**config.mk**
```make
export PLATFORM = sky130hd
export DESIGN_NAME = spi_boot_master
export DESIGN_NICKNAME = d
export VERILOG_FILES = /design/src/rtl/spi_boot_pkg.sv /design/src/rtl/spi_boot_shifter.sv /design/src/rtl/spi_boot_master.sv
export SDC_FILE = /design/constraint.sdc
export NUM_CORES = 1
export LEC_CHECK = 0
export CORE_ASPECT_RATIO = 1.1
export CORE_MARGIN = 5
export CORE_UTILIZATION = 50
export CTS_BUF_LIST = sky130_fd_sc_hd__clkbuf_4
export CTS_CLUSTER_SIZE = 24
export DETAILED_ROUTE_END_ITERATION = 8
export GPL_TIMING_DRIVEN = 1
export HOLD_SLACK_MARGIN = 0.03
export MAX_ROUTING_LAYER = met4
export PLACE_DENSITY = 0.86
export SLEW_MARGIN = 30
export SYNTH_ARGS = -nofsm -noshare
export SYNTH_HDL_FRONTEND = slang
export SYNTH_HIERARCHICAL = 1
export SYNTH_SLANG_ARGS = --single-unit
```
**constraint.sdc**
```tcl
create_clock -name clk -period 3.55 [get_ports clk]
set_input_delay 0.71 -clock clk [delete_from_list [all_inputs] [get_ports clk]]
set_output_delay 0.71 -clock clk [all_outputs]
set_load 0.01 [all_outputs]
```
**src/rtl/spi_boot_pkg.sv**
```systemverilog
// rtl/spi_boot_pkg.sv - shared states and frame constants for the SPI boot master
package spi_boot_pkg;

    typedef enum logic [2:0] {
        IDLE,
        QPI_EN,
        GAP,
        CMD,
        ADDR,
        DATA,
        FINISH
    } state_t;

    localparam logic [7:0] CMD_WR_REG0 = 8'h01;
    localparam logic [7:0] QPI_EN_VAL  = 8'h01;
    localparam logic [7:0] CMD_WR_MEM  = 8'h02;

    localparam logic [5:0] LEN_QPI_EN = 6'd16;
    localparam logic [5:0] LEN_CMD    = 6'd8;
    localparam logic [5:0] LEN_WORD   = 6'd32;

endpackage

```
**src/rtl/spi_boot_shifter.sv**
```systemverilog
// rtl/spi_boot_shifter.sv - MSB-first frame shifter with sck divider, single or quad lanes
module spi_boot_shifter #(
    parameter int CLK_DIV = 2
) (
    input  logic        clk,
    input  logic        rst,
    input  logic        i_load,
    input  logic [31:0] i_data,
    input  logic [5:0]  i_len,
    input  logic        i_quad,
    output logic        o_frame_done,
    output logic        o_active,
    output logic        o_sck,
    output logic [3:0]  o_sdo
);

    localparam int DIV_W = (CLK_DIV > 1) ? $clog2(CLK_DIV) : 1;
    localparam logic [DIV_W-1:0] DIV_LAST = DIV_W'(CLK_DIV - 1);

    logic [31:0]      r_shift;
    logic [5:0]       r_left;
    logic             r_quad;
    logic             r_active;
    logic             r_sck;
    logic [DIV_W-1:0] r_div;

    logic       w_tc;
    logic       w_fall;
    logic [5:0] w_step;

    assign w_tc         = (r_div == DIV_LAST);
    assign w_fall       = r_active & w_tc & r_sck;
    assign w_step       = r_quad ? 6'd4 : 6'd1;
    assign o_frame_done = w_fall & (r_left == w_step);

    // The last bit is not shifted out, so lanes hold steady across word stalls.
    always_ff @(posedge clk or posedge rst) begin
        if (rst) begin
            r_shift  <= '0;
            r_left   <= '0;
            r_quad   <= 1'b0;
            r_active <= 1'b0;
            r_sck    <= 1'b0;
            r_div    <= '0;
        end else if (i_load) begin
            r_shift  <= i_data;
            r_left   <= i_len;
            r_quad   <= i_quad;
            r_active <= 1'b1;
            r_sck    <= 1'b0;
            r_div    <= '0;
        end else if (r_active) begin
            if (w_tc) begin
                r_div <= '0;
                r_sck <= ~r_sck;
                if (r_sck) begin
                    if (o_frame_done) begin
                        r_active <= 1'b0;
                    end else begin
                        r_shift <= r_quad ? {r_shift[27:0], 4'h0} : {r_shift[30:0], 1'b0};
                        r_left  <= r_left - w_step;
                    end
                end
            end else begin
                r_div <= r_div + DIV_W'(1);
            end
        end
    end

    assign o_active = r_active;
    assign o_sck    = r_sck;
    assign o_sdo    = r_quad ? r_shift[31:28] : {3'b000, r_shift[31]};

endmodule

```
**src/rtl/spi_boot_master.sv**
```systemverilog
// rtl/spi_boot_master.sv - boot loader: optional QPI enable, then one memory write burst
module spi_boot_master
    import spi_boot_pkg::*;
#(
    parameter int CLK_DIV  = 2,
    parameter int CNT_W    = 16,
    parameter bit USE_QSPI = 1'b1
) (
    input  logic             clk,
    input  logic             rst,
    input  logic             start_i,
    input  logic [31:0]      addr_i,
    input  logic [CNT_W-1:0] nwords_i,
    input  logic [31:0]      data_i,
    input  logic             data_valid_i,
    output logic             data_ready_o,
    output logic             busy_o,
    output logic             done_o,
    output logic             spi_sck_o,
    output logic             spi_csn_o,
    output logic [3:0]       spi_sdo_o
);

    localparam int CNT_BITS = $clog2(2 * CLK_DIV + 1);
    localparam logic [CNT_BITS-1:0] GAP_LAST = CNT_BITS'(2 * CLK_DIV - 1);
    localparam logic [CNT_BITS-1:0] FIN_LAST = CNT_BITS'(CLK_DIV - 1);

    state_t              r_state;
    state_t              w_next;
    logic [31:0]         r_addr;
    logic [CNT_W-1:0]    r_words;
    logic [CNT_BITS-1:0] r_cnt;
    logic                r_csn;
    logic                r_done;

    logic        w_load;
    logic [31:0] w_ld_data;
    logic [5:0]  w_ld_len;
    logic        w_ld_quad;
    logic        w_frame_done;
    logic        w_shift_active;
    logic        w_ready;

    // Next word may be taken while idle or on the very edge the current word finishes.
    assign w_ready = (r_state == DATA) && (r_words != '0) && (!w_shift_active || w_frame_done);

    always_comb begin
        w_next    = r_state;
        w_load    = 1'b0;
        w_ld_data = '0;
        w_ld_len  = '0;
        w_ld_quad = 1'b0;
        case (r_state)
            IDLE: if (start_i) begin
                if (nwords_i == '0) begin
                    w_next = FINISH;
                end else if (USE_QSPI) begin
                    w_next    = QPI_EN;
                    w_load    = 1'b1;
                    w_ld_data = {CMD_WR_REG0, QPI_EN_VAL, 16'h0000};
                    w_ld_len  = LEN_QPI_EN;
                end else begin
                    w_next    = CMD;
                    w_load    = 1'b1;
                    w_ld_data = {CMD_WR_MEM, 24'h000000};
                    w_ld_len  = LEN_CMD;
                end
            end
            QPI_EN: if (w_frame_done) w_next = GAP;
            GAP: if (r_cnt == GAP_LAST) begin
                w_next    = CMD;
                w_load    = 1'b1;
                w_ld_data = {CMD_WR_MEM, 24'h000000};
                w_ld_len  = LEN_CMD;
                w_ld_quad = USE_QSPI;
            end
            CMD: if (w_frame_done) begin
                w_next    = ADDR;
                w_load    = 1'b1;
                w_ld_data = r_addr;
                w_ld_len  = LEN_WORD;
                w_ld_quad = USE_QSPI;
            end
            ADDR: if (w_frame_done) w_next = DATA;
            DATA: begin
                if (w_ready && data_valid_i) begin
                    w_load    = 1'b1;
                    w_ld_data = data_i;
                    w_ld_len  = LEN_WORD;
                    w_ld_quad = USE_QSPI;
                end else if (w_frame_done && r_words == '0) begin
                    w_next = FINISH;
                end
            end
            FINISH: if (r_cnt == FIN_LAST) w_next = IDLE;
            default: w_next = IDLE;
        endcase
    end

    always_ff @(posedge clk or posedge rst) begin
        if (rst) begin
            r_state <= IDLE;
            r_addr  <= '0;
            r_words <= '0;
            r_cnt   <= '0;
            r_csn   <= 1'b1;
            r_done  <= 1'b0;
        end else begin
            r_state <= w_next;
            r_done  <= (r_state == FINISH) && (w_next == IDLE);
            r_csn   <= !(w_next inside {QPI_EN, CMD, ADDR, DATA});
            // An empty burst enters FINISH pre-counted so busy lasts a single cycle.
            if (w_next != r_state) begin
                r_cnt <= (r_state == IDLE && w_next == FINISH) ? FIN_LAST : '0;
            end else if (r_state == GAP || r_state == FINISH) begin
                r_cnt <= r_cnt + CNT_BITS'(1);
            end
            if (r_state == IDLE && start_i) begin
                r_addr  <= addr_i;
                r_words <= nwords_i;
            end else if (w_ready && data_valid_i) begin
                r_words <= r_words - CNT_W'(1);
            end
        end
    end

    spi_boot_shifter #(
        .CLK_DIV (CLK_DIV)
    ) u_shifter (
        .clk          (clk),
        .rst          (rst),
        .i_load       (w_load),
        .i_data       (w_ld_data),
        .i_len        (w_ld_len),
        .i_quad       (w_ld_quad),
        .o_frame_done (w_frame_done),
        .o_active     (w_shift_active),
        .o_sck        (spi_sck_o),
        .o_sdo        (spi_sdo_o)
    );

    assign data_ready_o = w_ready;
    assign busy_o       = (r_state != IDLE);
    assign done_o       = r_done;
    assign spi_csn_o    = r_csn;

endmodule
```
Word-level counts from Yosys, hierarchy flattened
Cells that the tools add are included.
{"block": "totals", "output_inout_bits": 9, "wordCells": 119, "register_bits": 98}
{"block": "op_classes", "add_sub_neg": 4, "bitwise_logic": 4, "reduce_logical": 25, "n_eq_ne": 16, "muxes": 58}
{"cell": "32-bit 2-to-1 mux", "count": 8}
{"cell": "32-bit one-hot mux with 4 select lines", "count": 1}
{"cell": "25-bit 2-to-1 mux", "count": 2}
{"cell": "6-bit 2-to-1 mux", "count": 7}
{"cell": "3-bit 2-to-1 mux", "count": 12}
{"cell": "16-bit logical NOT", "count": 2}
{"cell": "16-bit 2-to-1 mux", "count": 2}
{"cell": "26-bit 2-to-1 mux", "count": 1}
{"cell": "6-bit one-hot mux with 4 select lines", "count": 1}
{"cell": "3-bit one-hot mux with 7 select lines", "count": 1}
{"cell": "3-bit == test, second input constant", "count": 6}
{"cell": "1-bit 2-to-1 mux", "count": 17}
{"cell": "16-bit nonzero test", "count": 1}
{"cell": "16-bit by 1-bit subtractor with 16-bit output, second input constant", "count": 1}
{"cell": "3-bit by 2-bit == test with 1-bit output, second input constant", "count": 4}
{"cell": "5-bit 2-to-1 mux", "count": 2}
{"cell": "2-bit nonzero test", "count": 5}
{"cell": "3-bit by 1-bit == test with 1-bit output, second input constant", "count": 3}
{"cell": "4-bit 2-to-1 mux", "count": 2}
{"cell": "1-bit logical AND", "count": 7}
{"cell": "6-bit == test", "count": 1}
{"cell": "3-bit logical NOT", "count": 2}
{"cell": "6-bit subtractor", "count": 1}
{"cell": "1-bit one-hot mux with 4 select lines", "count": 1}
{"cell": "other kinds (13)", "count": 17}

Depth between registers and ports, before layout
{"block": "depth", "word_depth": 12, "ltp_mapped": 15, "depth_no_buf": 13}

Cells and area by module
Netlist, hierarchy kept.
{"module": "spi_boot_master", "cells_per_inst": 365, "instances": 1, "area_per_inst_um2": 3138.0, "seq_area_each_um2": 1402.6}
{"module": "spi_boot_shifter", "cells_per_inst": 281, "instances": 1, "area_per_inst_um2": 2427.3, "seq_area_each_um2": 1051.0}

Worst setup path before layout
Ideal clock, no wire load.
{"block": "synth_path", "kind": "register -> register", "from": "register u_shifter.r_quad", "to": "register u_shifter.r_shift[10]", "setup_time_ns": 0.095, "arrival_time_ns": 3.100, "path_stages_with_launch": 15, "setup_slack_ns": 0.354, "path_cell_list": "dfrtp_1 > inv_1 > clkbuf_1 > ha_1 > and3b_1 > nand2_1 > nor2_1 > nand2b_1 > nand3_1 > a21oi_2 > or3_4 > or2_1 > clkbuf_1 > clkbuf_1 > o31ai_1"}
{"block": "synth_between", "elab_chain_cells": 10, "word_cells_on_any_way": 23}
{"item": "start: declaration", "line": "spi_boot_shifter.sv:22", "source": "logic r_quad;"}
{"item": "start signal: assignment", "line": "spi_boot_shifter.sv:48", "source": "r_quad <= i_quad;"}
{"item": "3-bit 2-to-1 mux *", "line": "spi_boot_shifter.sv:33", "source": "assign w_step = r_quad ? 6'd4 : 6'd1;"}
{"item": "6-bit == test *", "line": "spi_boot_shifter.sv:34", "source": "assign o_frame_done = w_fall & (r_left == w_step);"}
{"item": "1-bit bitwise AND *", "line": "spi_boot_shifter.sv:34"}
{"item": "via w_frame_done", "line": "spi_boot_master.sv:40", "source": "logic w_frame_done;"}
{"item": "1-bit logical OR", "line": "spi_boot_master.sv:45", "source": "assign w_ready = (r_state == DATA) && (r_words != '0) && (!w_shift_active || w_frame_done);"}
{"item": "1-bit logical AND", "line": "spi_boot_master.sv:45"}
{"item": "1-bit logical AND", "line": "spi_boot_master.sv:86", "source": "if (w_ready && data_valid_i) begin"}
{"item": "1-bit 2-to-1 mux", "line": "spi_boot_master.sv:86"}
{"item": "1-bit one-hot mux with 4 select lines *", "line": "spi_boot_master.sv:53", "source": "case (r_state)"}
{"item": "via w_load", "line": "spi_boot_master.sv:36", "source": "logic w_load;"}
{"item": "2-bit by 1-bit != test with 1-bit output (no line) or 2-bit nonzero test (tied branches)"}
{"item": "4-bit AND reduction (no line)"}
{"item": "end signal: assignment", "line": "spi_boot_shifter.sv:46", "source": "r_shift <= i_data;"}
{"item": "end signal: assignment", "line": "spi_boot_shifter.sv:60", "source": "r_shift <= r_quad ? {r_shift[27:0], 4'h0} : {r_shift[30:0], 1'b0};"}
{"item": "end: declaration", "line": "spi_boot_shifter.sv:20", "source": "logic [31:0] r_shift;"}
The timed path passes the listed nets; every way through them passes the cells marked *. The select of a mux whose other input is x is not followed.
A chain may end at the register's enable or synchronous reset.

Worst setup path after layout
{"block": "layout_path", "from": "register u_shifter.r_quad", "to": "register u_shifter.r_left[2]"}
{"block": "layout_between", "elab_chain_cells": 10, "word_cells_on_any_way": 20}
{"item": "3-bit 2-to-1 mux *", "line": "spi_boot_shifter.sv:33"}
{"item": "6-bit == test *", "line": "spi_boot_shifter.sv:34"}
{"item": "1-bit bitwise AND *", "line": "spi_boot_shifter.sv:34"}
{"item": "via w_frame_done", "line": "spi_boot_master.sv:40"}
{"item": "1-bit logical OR", "line": "spi_boot_master.sv:45"}
{"item": "1-bit logical AND", "line": "spi_boot_master.sv:45"}
{"item": "1-bit logical AND", "line": "spi_boot_master.sv:86"}
{"item": "1-bit 2-to-1 mux", "line": "spi_boot_master.sv:86"}
{"item": "1-bit one-hot mux with 4 select lines *", "line": "spi_boot_master.sv:53"}
{"item": "via w_load", "line": "spi_boot_master.sv:36"}
{"item": "2-bit by 1-bit != test with 1-bit output (no line) or 2-bit nonzero test (tied branches)"}
{"item": "4-bit AND reduction (no line)"}
{"item": "end signal: assignment", "line": "spi_boot_shifter.sv:47", "source": "r_left <= i_len;"}
{"item": "end signal: assignment", "line": "spi_boot_shifter.sv:61", "source": "r_left <= r_left - w_step;"}
{"item": "end: declaration", "line": "spi_boot_shifter.sv:21", "source": "logic [5:0] r_left;"}
Marks and branches as above.

==> results.yml <==
global_route:
  overflow: 0
  grt_max_degree: 52
  grt_pass1_vias: 4958
  grt_pass1_wl_um: 24400
  grt_antenna_before_repair: 1
  gr-usage-all-layers_pct: 22.8
placement:
  port_buffers: 92
  gp_congestion: 0.946
  dp.final_hpwl_um: 10900
  post_dp_cell_area_sq_um: 6580
floorplanning:
  io_pins: 93
  rows: 40
  die_area_sq_um: 13300
  die_w_um: 111
  die_h_um: 121
  initial_utilization_pct: 51.0
  coreArea_sq_um: 10900
critical_path:
  cp_max_fo: 30
  ff2ff_path_depth: 13
  crit_path_start_kind: "flop"
  r2r_slack_ns: 0.25
  slowest_delay_ns: 0.46
  critPathArrivalTime_ns: 3.64
  crit_type: "reg -> reg"
  crit_chain: "inv_1 > ha_1 > and3b_2 > nand2_1 > nor2_2 > nand2b_1 > nand3_1 > a21oi_2 > or3_4 > or2_2 > buf_4 > a31oi_1 > a21oi_1"
  end_kind: "flop"
  crit_required_ns: 3.89
  crit_slowest_cell: "or2_2"
timing:
  tns_ns: 0
  hold_viol: 0
  tightest_slew_ns: 0.740
  slew_violations: 0
  period_share_pct: 92.9
  finalClockSkew_ns: 0.0169
  setup_viol: 0
  maxClockFrequency_ghz: 0.303
  relSlewSlack_pct: 50.6
  rsz0062_at_grt: "false"
  min_period_ns: 3.30
synth:
  syn_area_per_cell_sq_um: 8.62
  synth-seq-area-share_pct: 44.1
  synth-async-reset-ratio_pct: 100
  ys_warn_count: 6
  netlist_area_sq_um: 5570
  synth_top_flop_cell: "dfrtp_1"
  ys_ff_latch: 98
  synth_edf_count: 0
  syn_inst: 646
  synth.distinct_cells: 59
pwr:
  share_comb_of_total_power_pct: 40.2
  power_switching_mw: 1.93
  vdd_drop_max_v: 0.000352
  power_density_nw_per_um2: 701
  power_frac_clock_pct: 14.3
  pwr-share-seq_pct: 45.4
  internal-power_mw: 2.81
  p_leak_nw: 2.80
  swShare_pct: 40.7
clock_network:
  cts.path.max_buffers: 2
  numCtsBuffers: 9
  h-tree-depth: 3
  clk_pin_slew_worst_paths_ns: 0.15
  cts_tree: "done"
  clock_sinks: 98
  worstSkewPairLatency_ns: 0.45
  root_buffer: "clkbuf_4"
drt:
  routedWlPerCell_um: 17.1
  drc: 0
  wl_um: 14900
  drtIter0Drc: 477
  vias_per_cell: 5.91
  drt.antenna.violating_nets: 0
  drt_pre_antenna_iters: 4
  dr_total_vias: 5163
worst_hold_path:
  whs_path_depth: 2
  min_path_type: "reg -> reg"
cells_and_area:
  fin_area_sq_um: 6760
  nFillCells: 980
  synthToLayoutAreaGrowth_pct: 21.4
  layout-drive-gt1-share_pct: 7.44
  layout.nets: 812
flow_run:
  maxCapViolCount: 0
status:
  status: "completed"
-- power by group through the flow --
stage / combinational [mW] / clock (mW) / sequential [mW]
5_1_grt: 2.14 / 0.736 / 2.22
3_5_place_dp: 1.89 / 0 / 2.16
4_1_cts: 1.90 / 0.686 / 2.13
2_1_floorplan: 1.48 / 0 / 1.99
6_report: 1.91 / 0.679 / 2.15
3_3_place_gp: 1.78 / 0 / 2.12
-- worst max-delay path, delay by kind of cell (launching register included) --
family | cells | cell delay (ns)
simple gates | 7 | 1.72
flops | 1 | 0.40
fa+ha+maj | 1 | 0.28
buf+inv | 2 | 0.39
compound gates | 3 | 0.38
-- flip-flops by register name, indices dropped and copies added, names as in the netlist --
| name | count |
|---|---|
| u_shifter/o_sck | 1 |
| r_words | 16 |
| u_shifter/r_quad | 1 |
| r_addr | 32 |
| u_shifter/r_div | 1 |
| u_shifter/o_active | 1 |
| u_shifter/r_left | 6 |
| r_state | 3 |
| spi_csn_o | 1 |
| r_cnt | 3 |
| done_o | 1 |
| u_shifter/r_shift | 32 |
-- what timing repair did --
| item | CTS | global route |
|---|---|---|
| gates resized for setup | 0 | 3 |
| buffers inserted | 0 | 0 |
| setup endpoints to repair | 0 | 1 |
| hold buffers | 0 | 0 |
-- stage by stage --
step	hold WS (ns)	setup slack, ns	util, %	power (mW)	std cells
after floorplan	0.447	0.354	-	3.47	648
after global placement	0.462	0.450	60.3	3.90	857
after detailed placement	0.464	0.313	60.3	4.05	857
after CTS	0.498	0.0872	61.9	4.72	873
after global routing	0.521	0.156	61.9	5.10	874
final	0.496	0.253	61.9	4.74	874
-- kinds of logic (layout without fill, tap and decap cells) --
family	Yosys count	count (layout)	synth area share (%)
adders and majority gates	7	7	1.57
other	1	4	0.0674
xor gates and xnor gates	5	5	0.787
and+or+nand+nor	313	313	26.4
muxes	3	3	0.607
buffers and inverters	62	140	4.99
DFF	98	98	44.1
AOI/OAI and AO/OA	157	157	21.5
-- routing by layer --
metal  global-route usage [%]  wire length, um  part of all wire (%)  vias to the layer above
met2                     35.3             7310                    49                      188
met1                     30.3             6440                    43                     2515
li1                         -                -                     -                     2431
met4                     10.3              448                   3.0                        0
met5                        -                0                     0                        -
met3                     2.75              747                   5.0                       29
-- cell usage in the layout (no fill, tap or decap), types with 17 or more instances in the layout --
master and instances:
a22o_1 29, o31ai_1 28, nand2_1 164, clkdlybuf4s50_1 91
nor2b_1 22, inv_1 17, a211oi_1 34, dfrtp_1 97
nor2_1 48
-- layout make-up --
class,instances,area [sq um],area share [%]
Multi-Input combinational cell,488,2860,42.3
Sequential cell,98,2450,36.3
Timing Repair Buffer,106,1030,15.2
Tap cell,147,184,2.72
Clock inverter,6,90.1,1.33
Clock buffer,10,75.1,1.11
Inverter,18,67.6,1.00
Antenna cell,1,2.50,0.0370
-- synth_stat cells (9+ instances only) --
master    number  share of area, %
nand2_1      164                11
dfrtp_1       97                44
nor2_1        51               3.4
a211oi_1      34               4.6
a22o_1        29               4.6
o31ai_1       28               3.8
clkbuf_1      27               1.8
nor2b_1       22               2.5
inv_1         18               1.2
and2_1        14               1.6
nand3_1       13               1.2
o211ai_1      12               1.6
o21ai_0       12               1.1
nand2b_1      10               1.1
a21oi_1        9              0.81
buf_2          9              0.81
-- worst paths after layout --
check / start / to
worst max-delay path: u_shifter/r_quad / u_shifter/r_left[2]
worst min-delay path: r_addr[11] / r_addr[11]
worst max register to register: u_shifter/r_quad / u_shifter/r_left[2]
worst min register to register: r_addr[11] / r_addr[11]
max in group asynchronous: rst / r_addr[15]
min in group asynchronous: rst / r_words[8]
(Power assumes the default switching activity.)
